==> config.mk <==
export PLATFORM = sky130hd
export DESIGN_NAME = lfsr_rng_gen
export DESIGN_NICKNAME = d
export VERILOG_FILES = /design/src/rtl/lfsr_pkg.sv /design/src/rtl/lfsr_core.sv /design/src/rtl/lfsr_rng_gen.sv
export SDC_FILE = /design/constraint.sdc
export NUM_CORES = 1
export LEC_CHECK = 0
export ABC_AREA = 1
export BUFFER_PORTS_ARGS = -buffer_cell sky130_fd_sc_hd__buf_4
export CAP_MARGIN = 15
export CORE_ASPECT_RATIO = 0.8
export CORE_MARGIN = 2
export CORE_UTILIZATION = 45
export CTS_CLUSTER_DIAMETER = 120
export DETAILED_ROUTE_END_ITERATION = 7
export PLACE_DENSITY = 0.7
export SLEW_MARGIN = 20
export SYNTH_ARGS = -nofsm -noshare
export SYNTH_HDL_FRONTEND = slang
export SYNTH_SLANG_ARGS = --single-unit
==> constraint.sdc <==
create_clock -name clock -period 1.7 [get_ports clock]
set_input_delay 0.425 -clock clock [delete_from_list [all_inputs] [get_ports clock]]
set_output_delay 0.425 -clock clock [all_outputs]
set_load 0.1 [all_outputs]
==> src/rtl/lfsr_pkg.sv <==
// rtl/lfsr_pkg.sv - shared types and default tap masks for the LFSR random word generator
package lfsr_pkg;

    typedef enum logic {
        SHIFT = 1'b0,
        HOLD  = 1'b1
    } fsm_t;

    // Maximal-length masks for a left-shifting Fibonacci LFSR, bit i feeds the XOR
    localparam logic [7:0]  TAPS_W8  = 8'hB8;
    localparam logic [12:0] TAPS_W13 = 13'h100D;
    localparam logic [15:0] TAPS_W16 = 16'hD008;
    localparam logic [31:0] TAPS_W32 = 32'h8020_0003;

endpackage

==> src/rtl/lfsr_core.sv <==
// rtl/lfsr_core.sv - Fibonacci LFSR state register with synchronous load and shift strobe
module lfsr_core #(
    parameter int                 WIDTH = 13,
    parameter logic [WIDTH-1:0]   TAPS  = 13'h100D
) (
    input  logic             clock,
    input  logic             load,
    input  logic [WIDTH-1:0] load_value,
    input  logic             shift,
    output logic [WIDTH-1:0] state,
    output logic [WIDTH-1:0] state_next
);

    assign state_next = {state[WIDTH-2:0], ^(state & TAPS)};

    // Load outranks shift so reset and reseed never advance the register
    always_ff @(posedge clock) begin
        if (load) begin
            state <= load_value;
        end else if (shift) begin
            state <= state_next;
        end
    end

endmodule

==> src/rtl/lfsr_rng_gen.sv <==
// rtl/lfsr_rng_gen.sv - LFSR random word generator with bounded output and ready/valid handshake
module lfsr_rng_gen
    import lfsr_pkg::*;
#(
    parameter int               WIDTH  = 13,
    parameter logic [WIDTH-1:0] TAPS   = TAPS_W13,
    parameter logic [WIDTH-1:0] SEED   = 13'h000F,
    parameter int               SHIFTS = 13,
    parameter int               RCW    = 8
) (
    input  logic             clock,
    input  logic             reset,
    input  logic             enable,
    input  logic             seed_load,
    input  logic [WIDTH-1:0] seed_in,
    input  logic [WIDTH-1:0] limit,
    input  logic             out_ready,
    output logic             out_valid,
    output logic [WIDTH-1:0] rnd,
    output logic [RCW-1:0]   rejects
);

    localparam int             CW      = $clog2(SHIFTS + 1);
    localparam logic [CW-1:0]  LAST    = CW'(SHIFTS - 1);
    localparam logic [RCW-1:0] REJ_MAX = '1;

    generate
        if (SEED == '0) begin : g_bad_seed
            $error("lfsr_rng_gen: SEED must be non-zero");
        end
        if (WIDTH < 3) begin : g_bad_width
            $error("lfsr_rng_gen: WIDTH must be at least 3");
        end
        if (SHIFTS < 1) begin : g_bad_shifts
            $error("lfsr_rng_gen: SHIFTS must be at least 1");
        end
    endgenerate

    fsm_t             fsm;
    logic [CW-1:0]    count;
    logic [WIDTH-1:0] state;
    logic [WIDTH-1:0] state_next;
    logic [WIDTH-1:0] load_value;
    logic             load;
    logic             shift;
    logic             word_done;
    logic             accept;

    // A zero seed would lock the LFSR, so it is replaced by the build-time seed
    assign load       = reset | seed_load;
    assign load_value = (reset || (seed_in == '0)) ? SEED : seed_in;
    assign shift      = (fsm == SHIFT) && enable;
    assign word_done  = shift && (count == LAST);
    assign accept     = (limit == '0) || (state_next < limit);

    lfsr_core #(
        .WIDTH (WIDTH),
        .TAPS  (TAPS)
    ) u_core (
        .clock      (clock),
        .load       (load),
        .load_value (load_value),
        .shift      (shift),
        .state      (state),
        .state_next (state_next)
    );

    always_ff @(posedge clock) begin
        if (reset) begin
            fsm       <= SHIFT;
            count     <= '0;
            out_valid <= 1'b0;
            rnd       <= '0;
            rejects   <= '0;
        end else if (seed_load) begin
            fsm       <= SHIFT;
            count     <= '0;
            out_valid <= 1'b0;
        end else begin
            case (fsm)
                SHIFT: begin
                    if (word_done) begin
                        count <= '0;
                        if (accept) begin
                            rnd       <= state_next;
                            out_valid <= 1'b1;
                            fsm       <= HOLD;
                        end else if (rejects != REJ_MAX) begin
                            rejects <= rejects + 1'b1;
                        end
                    end else if (shift) begin
                        count <= count + 1'b1;
                    end
                end
                HOLD: begin
                    if (out_ready) begin
                        out_valid <= 1'b0;
                        fsm       <= SHIFT;
                    end
                end
                default: begin
                    fsm       <= SHIFT;
                    out_valid <= 1'b0;
                end
            endcase
        end
    end

endmodule

Word level (Yosys, flattened, before mapping) --
Index checks and enable logic that the tools add are counted.
Operators by class: add/sub/neg operators 2, multipliers 0, div/mod/pow operators 0, $lt $le $gt $ge 1, eq/ne operators 5, shift operators 0, muxes and demuxes 13, bitwise operators 4, reduce and logical (&&, ||, !) cells 14
Operators by type and width (count):
- $mux 13 | 3
- $logic_not 13->1 | 2
- $lt 13x13->1 | 1
- $reduce_xor 13->1 | 1
- $add 8x1->8 const B | 1
- $mux 4 | 2
- $ne 8x8->1 const B | 1
- $mux 1 | 6
- $ne 2x2->1 const B | 3
- $reduce_and 5->1 | 1
- $add 4x1->4 const B | 1
- $eq 4x4->1 const B | 1
- $pmux 1 s2 | 2
- $reduce_and 4->1 | 1
- $reduce_bool 2->1 | 2
- $not 1->1 | 3
- $reduce_and 3->1 | 1
- $logic_and 1x1->1 | 2
- $logic_or 1x1->1 | 2
- $reduce_and 2->1 | 1
- $reduce_or 2->1 | 1
- $or 1x1->1 | 1
Storage, ports and cells: register bits 40, bits in latches 0, memory bits (writable) 0, ROM bits 0, input port bits 31, word-level logic and storage cells 45, memories 0

Logic depth before layout (Yosys ltp) --
Gate-level depths: netlist (run 1).
depth after elaboration 6, mapped depth 14, depth with buffers taken out 13

Modules after synthesis --
From an unflattened synthesis (run 1), not the netlist that was laid out.
Second synthesis, totals: cells, all modules 349, area total of the unflattened synthesis 2536.2 µm²
Modules (own cells, without submodules):
- lfsr_rng_gen | instances 1, cells each 267, area each 1816.7 µm², seq. area each 540.5 µm²
- lfsr_core | instances 1, cells each 82, area each 719.4 µm², seq. area each 390.4 µm²

Least setup slack after synthesis (run 1) --
OpenSTA, ideal clock, no wires.
kind register to register, from reg rejects[0], to reg rejects[2], library setup time 70 ps, arrival time 2106 ps, required time 1630 ps, setup slack -476 ps, stages on the path, launching flop included 8, period minus slack after synthesis 2176 ps, cells stage by stage dfxtp_1 > ha_1 > nand4_1 > nor3_2 > nor3_4 > nand3_4 > nand2_1 > a21oi_1
On the way: longest elaborated chain between the ends 2, elaborated cells between the ends (all ways) 3
Ends and longest elaborated chain:
- from (decl) | line lfsr_rng_gen.sv:20 | output logic [RCW-1:0] rejects
- from (signal assigned) | line lfsr_rng_gen.sv:89 | rejects <= rejects + 1'b1;
- parallel branches: the longest is 2 deep, another holds $add 8x1->8
Parallel ways; which one is timed is not known. A chain may end at the register's enable or synchronous reset.

Worst setup path in the final report (run 1) --
from reg u_core.state[11], to reg rnd[12]
On the way: longest elaborated chain between the ends 3
Ends and longest elaborated chain:
- from (decl) | line lfsr_core.sv:10 | output logic [WIDTH-1:0] state,
- from (signal assigned) | line lfsr_core.sv:19 | state <= load_value;
- from (signal assigned) | line lfsr_core.sv:21 | state <= state_next;
- $lt 13x13->1 | line lfsr_rng_gen.sv:54 | assign accept = (limit == '0) || (state_next < limit);
- $logic_or 1x1->1 | line lfsr_rng_gen.sv:54
- $reduce_and 4->1 (no line)
- to (signal assigned) | line lfsr_rng_gen.sv:85 | rnd <= state_next;
- to (decl) | line lfsr_rng_gen.sv:19 | output logic [WIDTH-1:0] rnd,
Several ways; a longest one is shown, not always the timed one.

==> impl_metrics.env, run 1 <==
export IMPL_cp_start_kind="flip-flop"
export IMPL_final_cell_mix="81 x buf_4, 45 x inv_1, 38 x nand2_1"
export IMPL_drive_above_1_share=0.486
export IMPL_synthCells=292
export IMPL_htreeDepth=2
export IMPL_wire_per_inst_um=12.9
export IMPL_cts_buffers_inserted=5
export IMPL_crit_cells=11
export IMPL_met1_usage=0.265
export IMPL_drc=0
export IMPL_rr_endpoint="rnd[12]$_SDFFE_PP0P_"
export IMPL_fin_crit_sh=1.07
export IMPL_period_needed_ns=1.81
export IMPL_finalWirelength_mm=5.96
export IMPL_core_area_um2=5440
export IMPL_cts_path_max_buffers=2
export IMPL_ys_seq_area_frac=0.368
export IMPL_clockPowerShare=0.278
export IMPL_cp_common_cell="nand2_8"
export IMPL_fin_ws_ns=-0.111
export IMPL_chipHeight_um=71.1
export IMPL_relSlewSlack=0.680
export IMPL_total_power_mw=2.27
export IMPL_max_clock_freq_mhz=552
export IMPL_ys_warnings_count=0
export IMPL_clk_pin_slew_worst_paths_ns=0.08
export IMPL_ant_nets=0
export IMPL_crit_buf_inv=2
export IMPL_grt_pass1_wl_mm=9.34
export IMPL_power_frac_comb=0.264
export IMPL_violations="negative setup slack"
export IMPL_cp_required_ns=1.89
export IMPL_tritoncts="yes"
export IMPL_worstSetupPathType="reg -> reg"
export IMPL_power_density_nw_per_um2=623
export IMPL_regToRegStartpoint="u_core.state[11]$_DFFE_PP_"
export IMPL_r2r_cells=11
export IMPL_final_max_slew_viol_count=0
export IMPL_power_leakage_nw=1.59
export IMPL_first_iter_violations=75
export IMPL_yosys_cell_types_count=33
export IMPL_switching_power_mw=0.671
export IMPL_startpoint="u_core.state[11]$_DFFE_PP_"
export IMPL_dp_cells=442
export IMPL_cts_sinks=40
export IMPL_outcome="finished with violations"
export IMPL_internal_power_mw=1.60
export IMPL_skew_ns=0.00689
export IMPL_grt_use_total=0.190
export IMPL_holdBufCountCts=0
export IMPL_dp_hpwl_mm=4.25
export IMPL_die_w_um=87.9
export IMPL_gr_usage_met2=0.306
export IMPL_final_setup_viol_count=23
export IMPL_r2r_setup_slack_ns=-0.11
export IMPL_rsz0062_at_grt="yes"
export IMPL_crit_family="flip-flops"
export IMPL_p_seq_frac=0.459
export IMPL_peakVddDrop_mv=0.374
export IMPL_hold_path_end="rejects[0]$_SDFFE_PP0P_"
export IMPL_crit_fanout=7
export IMPL_num_io_pins=53
export IMPL_port_buffers=52
export IMPL_whs_path_depth=2
export IMPL_finish_net_count=430
export IMPL_setup_tns_ns=-1.73
export IMPL_worst_path_largest_cell_delay_ns=0.44
export IMPL_worst_hold_slack_ns=0.354
export IMPL_hold_path_class="in -> reg"
export IMPL_worst_pin_slew_ns=0.480
export IMPL_use_met3=0.0350
export IMPL_path_cells="ha_4 -> nand2_2 -> inv_2 -> nand3_4 -> a21oi_4 -> nor2_4 -> nand2_8 -> buf_12 -> nand2_8 -> a21oi_2 -> nor2_2"
export IMPL_antenna_found_initial=0
export IMPL_grt_remaining_overflow=0
export IMPL_start_util=0.466
export IMPL_root_buffer="clkbuf_8"
export IMPL_holdCritStartpoint="reset"
export IMPL_slowest_stage="edfxtp_1"
export IMPL_grt_pass1_vias=2097
export IMPL_arrival_ns=2.00
export IMPL_synth_seq_cells=40
export IMPL_via_per_inst=4.86
export IMPL_syn_num_nets=338
export IMPL_fillCellCount=448
export IMPL_hold_viol=0
export IMPL_grt_max_degree=27
export IMPL_dr_pass1_iters=4
export IMPL_area_growth_pct=43.9
export IMPL_syn_avg_cell_area_um2=8.67
export IMPL_grt_busiest_layer="met2"
export IMPL_maxCapViolations=0
export IMPL_via_count=2252
export IMPL_fp_row_count=24
export IMPL_p_sw_frac=0.296
export IMPL_synth_area_um2=2530
export IMPL_die_area_um2=6240
export IMPL_antennaDiodeCount=0
export IMPL_place_gp_congestion=0.849
export IMPL_worstSkewPairLatency_ns=0.29
export IMPL_mostFrequentLayoutCell="buf_4"
export IMPL_endpoint_kind="flip-flop"
export IMPL_final_cells=463
==> power by group through the flow <==
stage / Combinational (mW) / Sequential (mW) / Clock, mW
after floorplan: 0.294 / 1.06 / 0
after global placement: 0.446 / 1.06 / 0
after detailed placement: 0.453 / 1.06 / 0
after CTS: 0.483 / 1.04 / 0.638
after global routing: 0.651 / 1.04 / 0.689
final: 0.599 / 1.04 / 0.630
==> cells in the mapped netlist, drive strengths merged <==
library cell | number | area [µm²]
nor3 | 3 | 42.5
a21oi | 28 | 196
ha | 15 | 188
xnor2 | 3 | 26.3
nor4 | 6 | 82.6
buf | 7 | 73.8
o21ai | 3 | 15.0
xor2 | 6 | 52.6
clkbuf | 1 | 3.75
edfxtp | 13 | 390
o22ai | 14 | 87.6
nor2 | 27 | 134
inv | 55 | 206
nand3 | 20 | 148
a21o | 1 | 7.51
dfxtp | 27 | 541
nand2 | 50 | 240
nand4 | 13 | 96.3
==> worst register-to-register path, delay by kind of cell (launching register included) <==
kind,cells,cell delay (ns)
AO/OA/AOI/OAI,2,0.33
AND/OR/NAND/NOR,6,0.44
buffers and inverters,2,0.19
flip-flops,1,0.44
adder cells (fa/ha/maj),1,0.30
==> stage by stage <==
step / area (µm²) / setup slack, ns / utilization
4_1_cts: 3420 / -0.0712 / 0.630
6_report: 3640 / -0.111 / 0.670
3_5_place_dp: 3270 / -0.229 / 0.602
2_1_floorplan: 2610 / -0.0498 / -
5_1_grt: 3640 / -0.197 / 0.670
3_3_place_gp: 3270 / -0.186 / 0.602
==> cell type report <==
type,instances,area [µm²],area share
Clock buffer,6,72.6,0.0199
Clock inverter,2,11.3,0.00309
Inverter,55,206,0.0567
Multi-Input combinational cell,193,1550,0.426
Sequential cell,40,946,0.260
Tap cell,78,97.6,0.0268
Timing Repair Buffer,89,756,0.207
==> worst max path at each step <==
stage,slack (ns),endpoint
2_1_floorplan,-0.05,rnd[12]$_SDFFE_PP0P_
3_3_place_gp,-0.19,rnd[2]$_SDFFE_PP0P_
3_5_place_dp,-0.23,rejects[1]$_SDFFE_PP0P_
4_1_cts,-0.07,rejects[1]$_SDFFE_PP0P_
5_1_grt,-0.20,rnd[12]$_SDFFE_PP0P_
6_report,-0.11,rnd[12]$_SDFFE_PP0P_
==> state kept, by name (all words and copies together), names as in the netlist <==
name          count
rnd              13
u_core.state     13
rejects           8
fsm               1
out_valid         1
count             4
==> per-layer routing <==
metal / routed length [µm] / vias up
met5: 0 / -
met4: 82 / 0
met3: 244 / 11
met2: 2780 / 44
met1: 2850 / 1033
li1: - / 1164
==> cell families (layout without fill, tap and decap cells) <==
| logic type | count (synthesis) | count (layout) | share of synthesized area |
|---|---|---|---|
| and+or+nand+nor | 119 | 123 | 0.294 |
| buffers and inverters | 63 | 152 | 0.112 |
| AOI/OAI and AO/OA | 46 | 46 | 0.121 |
| DFF | 40 | 40 | 0.368 |
| adders and majority gates | 15 | 15 | 0.0741 |
| xor gates and xnor gates | 9 | 9 | 0.0311 |
==> timing repair <==
action / in CTS / in global routing
gates cloned: 2 / 3
endpoints found under the setup margin: 23 / 23
buffers inserted: 1 / 7
gates resized for setup: 6 / 17
pin swaps: 5 / 5
No activity file was read; power rests on OpenSTA's default activity.
==> run 2, diff against run 1 <==
Settings changed: REMOVE_ABC_BUFFERS set to 1, SKIP_LAST_GASP set to 1.
==> impl_metrics.env, run 2 (synthesized netlist as in run 1, its figures left out) <==
export IMPL_outcome="finished with violations"
export IMPL_violations="negative setup slack"
export IMPL_utilization=0.648
export IMPL_total_power_mw=2.27
export IMPL_stdcell_area_um2=3520
export IMPL_ant_nets=0
export IMPL_post_dp_cell_area_um2=3130
export IMPL_grt_pass1_vias=2131
export IMPL_clk_pin_slew_worst_paths_ns=0.08
export IMPL_place_gp_congestion=0.877
export IMPL_worst_path_largest_cell_delay_ns=0.46
export IMPL_maxCapViolations=0
export IMPL_start_util=0.466
export IMPL_drc=0
export IMPL_core_area_um2=5440
export IMPL_path_cells="ha_4 -> nand4_1 -> nor2_4 -> nand2_4 -> nand2_8 -> buf_12 -> nand3_4 -> nand2_1 -> a21oi_2"
export IMPL_skew_ns=0.0105
export IMPL_power_leakage_nw=1.52
export IMPL_port_buffers=52
export IMPL_met1Wirelength_mm=2.75
export IMPL_period_needed_ns=1.82
export IMPL_relSlewSlack=0.731
export IMPL_crit_family="simple AND/OR/NAND/NOR gates"
export IMPL_cts_sinks=40
export IMPL_dr_pass1_iters=4
export IMPL_cp_required_ns=1.88
export IMPL_wl_met3_um=314
export IMPL_first_iter_violations=184
export IMPL_worstSkewPairLatency_ns=0.30
export IMPL_via_count=2250
export IMPL_grt_use_total=0.198
export IMPL_mostFrequentLayoutCell="buf_4"
export IMPL_worstSetupPathType="reg -> reg"
export IMPL_die_area_um2=6240
export IMPL_crit_buf_inv=1
export IMPL_grt_remaining_overflow=0
export IMPL_cts_path_max_buffers=2
export IMPL_final_setup_viol_count=23
export IMPL_arrival_ns=2.00
export IMPL_dp_hpwl_mm=4.31
export IMPL_peakVddDrop_mv=0.367
export IMPL_crit_fanout=5
export IMPL_cp_start_kind="flip-flop"
export IMPL_die_w_um=87.9
export IMPL_dr_wl_met2_mm=3.03
export IMPL_max_clock_freq_mhz=550
export IMPL_endpoint_kind="flip-flop"
export IMPL_slowest_stage="edfxtp_1"
export IMPL_power_density_nw_per_um2=643
export IMPL_hold_viol=0
export IMPL_finalWirelength_mm=6.13
export IMPL_num_io_pins=53
export IMPL_rsz0062_at_grt="yes"
export IMPL_holdBufCountCts=0
export IMPL_fin_ws_ns=-0.119
export IMPL_worst_pin_slew_ns=0.400
export IMPL_final_max_slew_viol_count=0
export IMPL_tritoncts="yes"
export IMPL_antenna_found_initial=0
export IMPL_hold_path_class="in -> reg"
export IMPL_fin_crit_sh=1.07
export IMPL_via_per_inst=4.99
export IMPL_drive_above_1_share=0.434
export IMPL_final_cells=451
export IMPL_top_regs="rnd: 13 flops, u_core.state: 13 flops, rejects: 8 flops"
export IMPL_grt_max_degree=27
export IMPL_pre_cts_ws_ns=-0.316
export IMPL_top_layer_used="met4"
export IMPL_antennaDiodeCount=0
export IMPL_r2r_setup_slack_ns=-0.12
export IMPL_area_growth_pct=39.1
export IMPL_fp_row_count=24
export IMPL_htreeDepth=2
export IMPL_finish_net_count=418
export IMPL_grt_pass1_wl_mm=9.57
export IMPL_chipHeight_um=71.1
export IMPL_fillCellCount=437
export IMPL_final_cell_mix="72 x buf_4, 50 x inv_1, 40 x nand2_1"
export IMPL_cts_buffers_inserted=5
export IMPL_root_buffer="clkbuf_8"
export IMPL_wire_per_inst_um=13.6
export IMPL_dp_cells=436
## run 2: final timing paths
path / start / end / depth (start not counted)
max: u_core.state[7]$_DFFE_PP_ / rejects[6]$_SDFFE_PP0P_ / 9
min: reset / rejects[2]$_SDFFE_PP0P_ / 2
max reg2reg: u_core.state[7]$_DFFE_PP_ / rejects[6]$_SDFFE_PP0P_ / 9
min reg2reg: count[1]$_SDFFE_PN0P_ / count[1]$_SDFFE_PN0P_ / 2
## run 2: layout make-up
class,count,area [µm²],share of cell area
sequential,40,931,0.264
multi-input combinational,192,1530,0.434
clock buffer,6,82.6,0.0234
timing repair buffer,78,666,0.189
tap,78,97.6,0.0277
clock inverter,2,10.0,0.00284
inverter,55,206,0.0586
## run 2: worst reg2reg max path: stages (launching register included)
cell and delay [ns]:
edfxtp_1 0.46, ha_4 0.32, nand4_1 0.16, nor2_4 0.18
nand2_4 0.08, nand2_8 0.13, buf_12 0.14, nand3_4 0.10
nand2_1 0.09, a21oi_2 0.05
## run 2: power breakdown
part	switching [mW]	total, mW	internal [mW]
clock network	0.343	0.667	0.324
registers	0.0243	1.04	1.02
logic	0.295	0.555	0.260
## run 2: stage by stage
step	TNS, ns	hold WS (ns)
floorplan	-8.64	0.464
global placement	-6.67	0.467
detailed placement	-6.94	0.477
CTS	-0.787	0.350
global route	-3.91	0.364
finish	-1.88	0.364
## run 2: layer usage
layer / vias up / GRT usage
met1: 1048 / 0.266
met3: 5 / 0.0420
li1: 1138 / -
met4: 0 / 0.0598
met5: - / 0
met2: 59 / 0.320
## run 2: what timing repair did
action                                 CTS  global route
setup buffers                            1             2
setup endpoints to repair               23            23
pin swaps                                0             5
gates resized for setup                  6            25
endpoints found under the hold margin    0             0
cloned                                   2             2
